$ cat config.mk
export PLATFORM = sky130hd
export DESIGN_NAME = mem_stage
export DESIGN_NICKNAME = d
export VERILOG_FILES = /design/src/rtl/mem_stage.sv
export SDC_FILE = /design/constraint.sdc
export NUM_CORES = 1
export LEC_CHECK = 0
export BUFFER_PORTS_ARGS = -buffer_cell sky130_fd_sc_hd__buf_2
export CORE_AREA = 2 2 164 166
export DETAILED_ROUTE_END_ITERATION = 6
export DIE_AREA = 0 0 166 168
export GPL_TIMING_DRIVEN = 1
export PLACE_DENSITY = 0.71
export SYNTH_ARGS = -nofsm -noshare
export SYNTH_HDL_FRONTEND = slang
export SYNTH_SLANG_ARGS = --single-unit
$ cat constraint.sdc
create_clock -name clk -period 7.9 [get_ports clk]
set_input_delay 2.37 -clock clk [delete_from_list [all_inputs] [get_ports clk]]
set_output_delay 2.37 -clock clk [all_outputs]
set_load 0.01 [all_outputs]
$ cat src/rtl/mem_stage.sv
// MEM pipeline stage: issues load/store requests on a valid/ready data-memory port,
// aligns store lanes, extends load data, stalls while a request is open, and feeds MEM->WB.
module mem_stage #(
  parameter int          CNT_W    = 32,
  parameter logic [31:0] NOP_INST = 32'h0000_0013
) (
  input  logic             clk,
  input  logic             rst,
  input  logic [31:0]      mem_pc,
  input  logic [31:0]      mem_alu,
  input  logic [31:0]      mem_rd2,
  input  logic [31:0]      mem_inst,
  input  logic             mem_br_suc,
  output logic             dmem_req_valid,
  input  logic             dmem_req_ready,
  output logic [31:0]      dmem_addr,
  output logic [3:0]       dmem_we,
  output logic [31:0]      dmem_wdata,
  input  logic             dmem_rsp_valid,
  input  logic [31:0]      dmem_rsp_data,
  output logic             mem_stall,
  output logic             mem_misalign,
  output logic [31:0]      wb_pc,
  output logic [31:0]      wb_alu,
  output logic [31:0]      wb_ldata,
  output logic [31:0]      wb_inst,
  output logic [CNT_W-1:0] br_total,
  output logic [CNT_W-1:0] br_hits
);

  localparam logic [6:0] OP_LOAD   = 7'b0000011;
  localparam logic [6:0] OP_STORE  = 7'b0100011;
  localparam logic [6:0] OP_BRANCH = 7'b1100011;

  typedef enum logic [0:0] {
    ST_IDLE = 1'b0,
    ST_WAIT = 1'b1
  } state_t;

  state_t           r_state;
  state_t           w_state_nxt;
  logic [6:0]       w_opcode;
  logic [2:0]       w_funct3;
  logic             w_is_load;
  logic             w_is_store;
  logic             w_is_branch;
  logic             w_fault;
  logic             w_mem_op;
  logic             w_req_valid;
  logic             w_stall;
  logic [3:0]       w_we;
  logic [31:0]      w_wdata;
  logic [31:0]      w_shifted;
  logic [31:0]      w_ldata;
  logic             w_unused;
  logic [CNT_W-1:0] w_cnt_one;
  logic [CNT_W-1:0] w_cnt_max;

  logic             r_misalign;
  logic [31:0]      r_wb_pc;
  logic [31:0]      r_wb_alu;
  logic [31:0]      r_wb_ldata;
  logic [31:0]      r_wb_inst;
  logic [CNT_W-1:0] r_br_total;
  logic [CNT_W-1:0] r_br_hits;

  assign w_opcode    = mem_inst[6:0];
  assign w_funct3    = mem_inst[14:12];
  assign w_is_load   = (w_opcode == OP_LOAD);
  assign w_is_store  = (w_opcode == OP_STORE);
  assign w_is_branch = (w_opcode == OP_BRANCH);
  assign w_mem_op    = (w_is_load | w_is_store) & ~w_fault;
  assign w_unused    = ^{mem_inst[31:15], mem_inst[11:7]};
  assign w_cnt_one   = {{(CNT_W-1){1'b0}}, 1'b1};
  assign w_cnt_max   = {CNT_W{1'b1}};

  // Misaligned halfword/word accesses and unsupported funct3 codes are dropped as faults.
  always_comb begin
    w_fault = 1'b0;
    if (w_is_load) begin
      case (w_funct3)
        3'b000, 3'b100: w_fault = 1'b0;
        3'b001, 3'b101: w_fault = mem_alu[0];
        3'b010:         w_fault = |mem_alu[1:0];
        default:        w_fault = 1'b1;
      endcase
    end else if (w_is_store) begin
      case (w_funct3)
        3'b000:  w_fault = 1'b0;
        3'b001:  w_fault = mem_alu[0];
        3'b010:  w_fault = |mem_alu[1:0];
        default: w_fault = 1'b1;
      endcase
    end else begin
      w_fault = 1'b0;
    end
  end

  // FSM next state plus request/stall; reset forces both low without waiting for a clock.
  always_comb begin
    w_state_nxt = r_state;
    w_req_valid = 1'b0;
    w_stall     = 1'b0;
    if (rst) begin
      w_state_nxt = ST_IDLE;
    end else begin
      case (r_state)
        ST_IDLE: begin
          if (w_mem_op) begin
            w_req_valid = 1'b1;
            if (dmem_req_ready) begin
              if (w_is_load) begin
                w_stall     = 1'b1;
                w_state_nxt = ST_WAIT;
              end else begin
                w_stall = 1'b0;
              end
            end else begin
              w_stall = 1'b1;
            end
          end else begin
            w_req_valid = 1'b0;
          end
        end
        ST_WAIT: begin
          if (dmem_rsp_valid) begin
            w_stall     = 1'b0;
            w_state_nxt = ST_IDLE;
          end else begin
            w_stall = 1'b1;
          end
        end
        default: w_state_nxt = ST_IDLE;
      endcase
    end
  end

  // Store data is replicated across lanes; the enables pick the addressed bytes.
  always_comb begin
    w_we    = 4'b0000;
    w_wdata = 32'h0000_0000;
    if (w_is_store) begin
      case (w_funct3)
        3'b000: begin
          w_wdata = {4{mem_rd2[7:0]}};
          w_we    = 4'b0001 << mem_alu[1:0];
        end
        3'b001: begin
          w_wdata = {2{mem_rd2[15:0]}};
          w_we    = 4'b0011 << {mem_alu[1], 1'b0};
        end
        3'b010: begin
          w_wdata = mem_rd2;
          w_we    = 4'b1111;
        end
        default: begin
          w_wdata = 32'h0000_0000;
          w_we    = 4'b0000;
        end
      endcase
    end else begin
      w_we    = 4'b0000;
      w_wdata = 32'h0000_0000;
    end
  end

  assign w_shifted = dmem_rsp_data >> {mem_alu[1:0], 3'b000};

  // Load extension from the byte-shifted response word.
  always_comb begin
    w_ldata = 32'h0000_0000;
    case (w_funct3)
      3'b000:  w_ldata = {{24{w_shifted[7]}}, w_shifted[7:0]};
      3'b001:  w_ldata = {{16{w_shifted[15]}}, w_shifted[15:0]};
      3'b010:  w_ldata = w_shifted;
      3'b100:  w_ldata = {24'h00_0000, w_shifted[7:0]};
      3'b101:  w_ldata = {16'h0000, w_shifted[15:0]};
      default: w_ldata = 32'h0000_0000;
    endcase
  end

  // FSM state register.
  always_ff @(posedge clk or posedge rst) begin
    if (rst) begin
      r_state <= ST_IDLE;
    end else begin
      r_state <= w_state_nxt;
    end
  end

  // MEM->WB boundary: a stall inserts a bubble while the data fields hold.
  always_ff @(posedge clk or posedge rst) begin
    if (rst) begin
      r_wb_pc    <= 32'h0000_0000;
      r_wb_alu   <= 32'h0000_0000;
      r_wb_ldata <= 32'h0000_0000;
      r_wb_inst  <= NOP_INST;
      r_misalign <= 1'b0;
    end else if (!w_stall) begin
      r_wb_pc    <= mem_pc;
      r_wb_alu   <= mem_alu;
      r_wb_ldata <= (w_is_load && !w_fault) ? w_ldata : 32'h0000_0000;
      r_wb_inst  <= w_fault ? NOP_INST : mem_inst;
      r_misalign <= w_fault;
    end else begin
      r_wb_inst  <= NOP_INST;
      r_misalign <= 1'b0;
    end
  end

  // Saturating branch statistics, counted only when the branch actually retires.
  always_ff @(posedge clk or posedge rst) begin
    if (rst) begin
      r_br_total <= {CNT_W{1'b0}};
      r_br_hits  <= {CNT_W{1'b0}};
    end else if (!w_stall && w_is_branch) begin
      if (r_br_total != w_cnt_max) begin
        r_br_total <= r_br_total + w_cnt_one;
      end
      if (mem_br_suc && (r_br_hits != w_cnt_max)) begin
        r_br_hits <= r_br_hits + w_cnt_one;
      end
    end
  end

  assign dmem_req_valid = w_req_valid;
  assign dmem_addr      = {mem_alu[31:2], 2'b00};
  assign dmem_we        = w_req_valid ? w_we : 4'b0000;
  assign dmem_wdata     = w_wdata;
  assign mem_stall      = w_stall;
  assign mem_misalign   = r_misalign;
  assign wb_pc          = r_wb_pc;
  assign wb_alu         = r_wb_alu;
  assign wb_ldata       = r_wb_ldata;
  assign wb_inst        = r_wb_inst;
  assign br_total       = r_br_total;
  assign br_hits        = r_br_hits;

endmodule

==> impl_metrics.json, run 1 <==
{
  "seqPwrFrac_pct": 48.4,
  "fill_cells": 2504,
  "grt_pass1_vias": 7632,
  "cp.required_ps": 5530,
  "final_area_sq_um": 12100,
  "grt_usage_pct": 19.6,
  "drc": 0,
  "ctsHoldBuffers": 0,
  "post_drt_wl_per_cell_um": 17.4,
  "rsz0062_at_grt": "no",
  "num-nets-final": 1399,
  "floorplan.rows": 60,
  "fp.dieH_um": 168,
  "cts_buffer_depth": 2,
  "boundaryPins": 428,
  "hold-worst-slack_ps": 475,
  "register_area_sq_um": 4860,
  "synth_top_flop_cell": "dfrtp_1",
  "cts_buffers": 17,
  "cp.buffers_inverters": 2,
  "hpwlAfterDp_mm": 21.5,
  "p_clk_share_pct": 41.3,
  "synth.avg_cell_area_sq_um": 10.9,
  "drt-initial-drc-count": 559,
  "tightest_slew_ps": 939,
  "portBuffers": 425,
  "slew_headroom_pct": 37.4,
  "max_cap_violations": 0,
  "cts_resized": 0,
  "clock_sinks": 194,
  "crit_type": "in2out",
  "cts_tree": "yes",
  "initial_core_util_pct": 35.2,
  "routabilityCongestion": 0.902,
  "place_area_sq_um": 11500,
  "powerDensity_nw_per_um2": 177,
  "multi_input_area_sq_um": 3920,
  "setup_viol_count_final": 0,
  "synth_compound_gate_area_share_pct": 8.01,
  "synth_simple_gate_area_share_pct": 17.0,
  "grt-ovfl-total": 0,
  "p_sw_uw": 593,
  "syn_area_sq_um": 9280,
  "antenna_found_initial": 2,
  "post-route-period-util_pct": 84.9,
  "placed_cells": 1554,
  "min_path_type": "reg2reg",
  "root_buffer": "clkbuf_16",
  "drive_above_1_share_pct": 45.8,
  "cp-end-kind": "primary output",
  "ys_ff_latch": 194,
  "via_count": 7894,
  "synth_top_family_by_area": "simple AND/OR/NAND/NOR gates",
  "worstPathArrival_ps": 4340,
  "cp_max_fo": 27,
  "via_per_inst": 4.97,
  "period_minus_slack_ps": 6710,
  "ys_warn_count": 0,
  "grt_max_degree": 75,
  "ys_types": 51,
  "drtPass1Iterations": 5,
  "final_cells": 1587,
  "htree_levels": 4,
  "slowest_stage": "nor4_1",
  "synth_edf_count": 0,
  "die_x_um": 166,
  "post_cts_buffers": 0,
  "routed_wl_mm": 27.7,
  "async_flop_share_pct": 100,
  "crit_path_start_kind": "input pin",
  "p_int_uw": 1550,
  "p_comb_share_pct": 10.3,
  "tns_ps": 0,
  "status": "finished, final reports clean",
  "synthAdderAreaFrac_pct": 0.270,
  "power_leakage_uw": 0.00604,
  "core_area_sq_um": 26400,
  "clk_latency_ps": 430,
  "cp_cell_sequence": "buf_2 -> nor4_1 -> a21oi_1 -> nor4_1 -> nand2_1 -> a21oi_1 -> buf_2",
  "max_freq_ghz": 0.149,
  "detail-route-antenna-nets": 0,
  "syn_to_final_growth_pct": 30.3,
  "slew_viol_final": 0,
  "grt_pass1_wl_mm": 42.9,
  "yosysSeqAreaShare_pct": 52.4,
  "synth-xor-area-share_pct": 5.66,
  "critPathTopFamily": "simple AND/OR/NAND/NOR gates",
  "fin_worst_skew_ps": 14.4,
  "clk_pin_slew_ps": 70,
  "swShare_pct": 27.7,
  "synth.mux.area_fraction_pct": 11.2,
  "peakVddDrop_mv": 0.146,
  "netlist_instances": 851,
  "max_stage_delay_ps": 500,
  "finalHoldViolations": 0,
  "die_area_sq_um": 27900
}
## routing by layer
layer	share of wire [%]	wire length [um]	up-vias	GRT usage, %
met5	0	0	-	0
met4	3.1	848	0	7.07
met3	6.9	1900	51	4.35
met2	50	13800	372	34.3
met1	40	11200	3763	23.8
li1	-	-	3708	-
## cell type report
cell class	count	share of cell area, %
Timing Repair Buffer	435	18.2
Tap cell	341	3.53
Clock inverter	15	1.53
Multi-Input combinational cell	566	32.4
Inverter	18	0.621
Sequential cell	194	40.2
Antenna cell	1	0.0207
Clock buffer	17	3.52
## synth_stat cells, drive strengths merged, types with 3 or more instances
cell	instances	area share (%)
mux2i	16	1.7
nor2b	11	0.74
clkbuf	19	0.77
mux2	76	9.2
nor3	18	1.1
or2	3	0.20
dfrtp	191	52
nor4	9	0.84
o31ai	17	1.5
nand3	20	1.1
dfstp	3	0.85
nor4b	3	0.45
nor2	74	3.0
and3	11	0.74
or3	4	0.27
o21ai	9	0.49
nand2b	3	0.20
nand2	55	2.2
and2	41	2.8
and4	6	0.57
xnor2	44	4.2
inv	18	0.73
nand4	32	2.2
a21oi	63	3.4
buf	55	4.0
xor2	16	1.5
a221o	16	1.9
## power groups by stage
stage	clock, uW	sequential (uW)	combinational, uW
2_1_floorplan	0	1070	104
3_3_place_gp	0	1050	220
3_5_place_dp	0	1060	222
4_1_cts	917	1040	223
5_1_grt	949	1040	242
6_report	885	1040	220
## logic make-up after synthesis
kind of cell / after synthesis
xor+xnor: 60
compound gates: 113
buf+inv: 92
simple gates: 296
fa+ha+maj: 2
mux: 93
flops: 194
other cells: 1
## path summary, 6_finish.rpt
path	startpoint	to	slack, ps	cells after the start
max	mem_inst[12]	dmem_we[1]	1190	7
min	wb_ldata[5]	wb_ldata[5]	470	2
max reg2reg	r_state	wb_alu[9]	4780	5
min reg2reg	wb_ldata[5]	wb_ldata[5]	470	2
max in group asynchronous	rst	wb_pc[31]	4590	3
min in group asynchronous	rst	r_state	2010	2
## per-stage QoR
stage / utilization (%) / setup slack [ps] / total power (uW)
final: 45.9 / 1190 / 2140
after global routing: 45.9 / 996 / 2230
after CTS: 45.9 / 1230 / 2180
after detailed placement: 43.6 / 1260 / 1280
after global placement: 43.6 / 1280 / 1270
after floorplan: - / 251 / 1170
## sequential cells by signal, indices dropped and copies added (netlist names)
name and flops:
br_hits 32, br_total 32, mem_misalign 1, r_state 1, wb_alu 32, wb_inst 32, wb_ldata 32, wb_pc 32
## worst register-to-register path, stage by stage (launching register included)
cell and delay (ps):
dfrtp_1 410, or3b_2 600, o31ai_4 140, buf_4 610, buf_4 740, mux2_2 510
## layout by cell type (no fill, tap or decap), types with 3 or more instances in the layout
cell and instances:
or3_1 4, dfrtp_1 191, a221o_1 6, nand4_1 32, nor3_1 17, and3_1 11, buf_2 425, a21oi_1 62
o21ai_0 9, o31ai_1 16, nand2b_1 3, mux2i_1 16, a221o_2 10, clkinv_4 3, nand3_1 20, and4_1 6
clkinv_8 6, inv_1 17, xnor2_1 44, nor4_1 7, and2_1 41, inv_8 5, dfstp_2 3, nand2_1 55
nor2_1 74, mux2_2 76, clkbuf_16 17, nor2b_1 11, xor2_1 16, buf_4 10, or2_2 3
Power figures use the tool's default switching activity.
==> run 2, diff against run 1 <==
--- a/config.mk
+++ b/config.mk
@@ -6,11 +6,11 @@
 export NUM_CORES = 1
 export LEC_CHECK = 0
 export BUFFER_PORTS_ARGS = -buffer_cell sky130_fd_sc_hd__buf_2
-export CORE_AREA = 2 2 164 166
+export CORE_AREA = 2 2 166 168
 export DETAILED_ROUTE_END_ITERATION = 6
-export DIE_AREA = 0 0 166 168
+export DIE_AREA = 0 0 168 170
 export GPL_TIMING_DRIVEN = 1
-export PLACE_DENSITY = 0.71
+export PLACE_DENSITY = 0.67
 export SYNTH_ARGS = -nofsm -noshare
 export SYNTH_HDL_FRONTEND = slang
 export SYNTH_SLANG_ARGS = --single-unit
==> constraint.sdc (replaced) <==
create_clock -name clk -period 6.9 [get_ports clk]
set_input_delay 2.07 -clock clk [delete_from_list [all_inputs] [get_ports clk]]
set_output_delay 2.07 -clock clk [all_outputs]
set_load 0.01 [all_outputs]
==> run 2 against run 1 <==
Effect of this change: total power rose by 15%; register-to-register slack got worse by 980 ps; hold slack improved by 5.2 ps; highest routed layer is now met5; setup slack got worse by 130 ps; largest power group unchanged.
==> impl_metrics.json, run 2 (synthesis gave the netlist of run 1 again) <==
{
  "r2r_cells": 5,
  "p_int_uw": 1780,
  "grt_pass1_wl_mm": 42.6,
  "drc": 0,
  "cts_buffer_depth": 2,
  "utilization_pct": 45.4,
  "r2r-start": "r_state",
  "swShare_pct": 28.1,
  "cp.buffers_inverters": 3,
  "power_leakage_uw": 0.00604,
  "detail-route-antenna-nets": 0,
  "via_per_inst": 4.98,
  "die_x_um": 168,
  "slew_headroom_pct": 33.1,
  "hpwlAfterDp_mm": 21.5,
  "critPathTopFamily": "simple AND/OR/NAND/NOR gates",
  "drtPass1Iterations": 4,
  "grt-ovfl-total": 0,
  "max_cap_violations": 0,
  "period_minus_slack_ps": 5840,
  "layout_common_cells": "425 x buf_2, 191 x dfrtp_1, 76 x mux2_2",
  "crit_type": "in2out",
  "cp.required_ps": 4830,
  "post_drt_wl_per_cell_um": 17.8,
  "mostFrequentLayoutCell": "buf_2",
  "post_cts_buffers": 0,
  "routabilityCongestion": 0.892,
  "status": "finished, final reports clean",
  "peakVddDrop_mv": 0.143,
  "initial_core_util_pct": 34.8,
  "ctsHoldBuffers": 0,
  "hold_end": "wb_ldata[4]",
  "p_sw_uw": 694,
  "powerDensity_nw_per_um2": 204,
  "finalHoldViolations": 0,
  "core_area_sq_um": 26700,
  "cts_resized": 0,
  "clk_pin_slew_ps": 70,
  "drive_above_1_share_pct": 45.8,
  "cp_cell_sequence": "buf_2 -> inv_1 -> nor2_1 -> a21oi_1 -> nor2_1 -> buf_2",
  "num-nets-final": 1399,
  "antenna_found_initial": 3,
  "seqPwrFrac_pct": 48.1,
  "setup_slack_ps": 1060,
  "reg2reg_slack_ps": 3800,
  "portBuffers": 425,
  "tns_ps": 0,
  "cp_max_fo": 30,
  "die_area_sq_um": 28600,
  "boundaryPins": 428,
  "setup_viol_count_final": 0,
  "fill_cells": 2559,
  "p_comb_share_pct": 10.3,
  "cts_buffers": 17,
  "slowest_stage": "nor2_1",
  "grt_max_degree": 103,
  "hold_path.startpoint": "wb_ldata[4]",
  "rsz0062_at_grt": "no",
  "cts_tree": "yes",
  "floorplan.rows": 60,
  "routed_wl_mm": 28.3,
  "tightest_slew_ps": 996,
  "max_freq_ghz": 0.171,
  "worstPathArrival_ps": 3770,
  "grt_usage_pct": 19.3,
  "fp.dieH_um": 170,
  "crit_path_start_kind": "input pin",
  "dp_slack_ps": 1050,
  "syn_to_final_growth_pct": 30.4,
  "clk_latency_ps": 430,
  "p_clk_share_pct": 41.6,
  "htree_levels": 4,
  "cp-end-kind": "primary output",
  "via_count": 7916,
  "whs_path_depth": 2,
  "regToRegEndpoint": "wb_alu[17]",
  "fin_worst_skew_ps": 15.3,
  "hold-worst-slack_ps": 480,
  "root_buffer": "clkbuf_16",
  "max_stage_delay_ps": 610,
  "drt-initial-drc-count": 481,
  "grt_pass1_vias": 7554,
  "post-route-period-util_pct": 84.6,
  "slew_viol_final": 0,
  "min_path_type": "reg2reg",
  "clock_sinks": 194
}
-- run 2: cell count changes in the layout (fill, tap and decap cells not counted), sizes merged --
cell | previous run | this run
clkinv | 9 | 6
diode | 1 | 2
clkinvlp | 1 | 2
inv | 23 | 25
-- run 2: cell type report --
type	count	area, sq um	share of cell area (%)
flip-flops and latches	194	4860	40.2
multi-input cells	566	3920	32.4
repair buffers	435	2210	18.3
well taps	341	427	3.53
clock buffers	17	425	3.52
clock inverters	15	181	1.50
inverters	18	71.3	0.589
diodes	2	5.00	0.0414
-- run 2: worst max path at each step --
stage | startpoint | end | slack (ps) | cells past startpoint
CTS | mem_inst[13] | dmem_wdata[22] | 1060 | 6
global placement | mem_inst[13] | dmem_wdata[22] | 1140 | 6
finish | mem_inst[13] | dmem_wdata[22] | 1060 | 6
floorplan | mem_inst[2] | dmem_we[0] | 1170 | 5
detailed placement | mem_inst[13] | dmem_wdata[22] | 1050 | 6
global route | mem_inst[12] | dmem_we[1] | 760 | 7
-- run 2: worst register-to-register path, cell delays in order (launching register included) --
cell	delay (ps)
dfrtp_1	440
or3b_2	560
o31ai_4	130
buf_4	600
buf_4	810
mux2_2	440
-- run 2: power groups by stage --
stage	combinational [uW]	sequential, uW	clock (uW)
floorplan	119	1230	0
global placement	254	1210	0
detailed placement	258	1210	0
CTS	258	1190	1070
global route	279	1190	1120
finish	255	1190	1030
-- run 2: per-stage QoR --
stage          cell area [sq um]  instances  total power, uW
6_report                   12100       1588             2470
5_1_grt                    12100       1588             2590
4_1_cts                    12100       1586             2510
3_5_place_dp               11500       1554             1470
3_3_place_gp               11500       1554             1460
2_1_floorplan               9290        852             1340
-- run 2: per-layer routing --
metal / GRT usage [%] / up-vias / wire, um
li1: - / 3711 / -
met1: 23.7 / 3825 / 11500
met2: 33.8 / 347 / 14200
met3: 4.72 / 31 / 2070
met4: 5.82 / 2 / 498
met5: 0 / - / 13
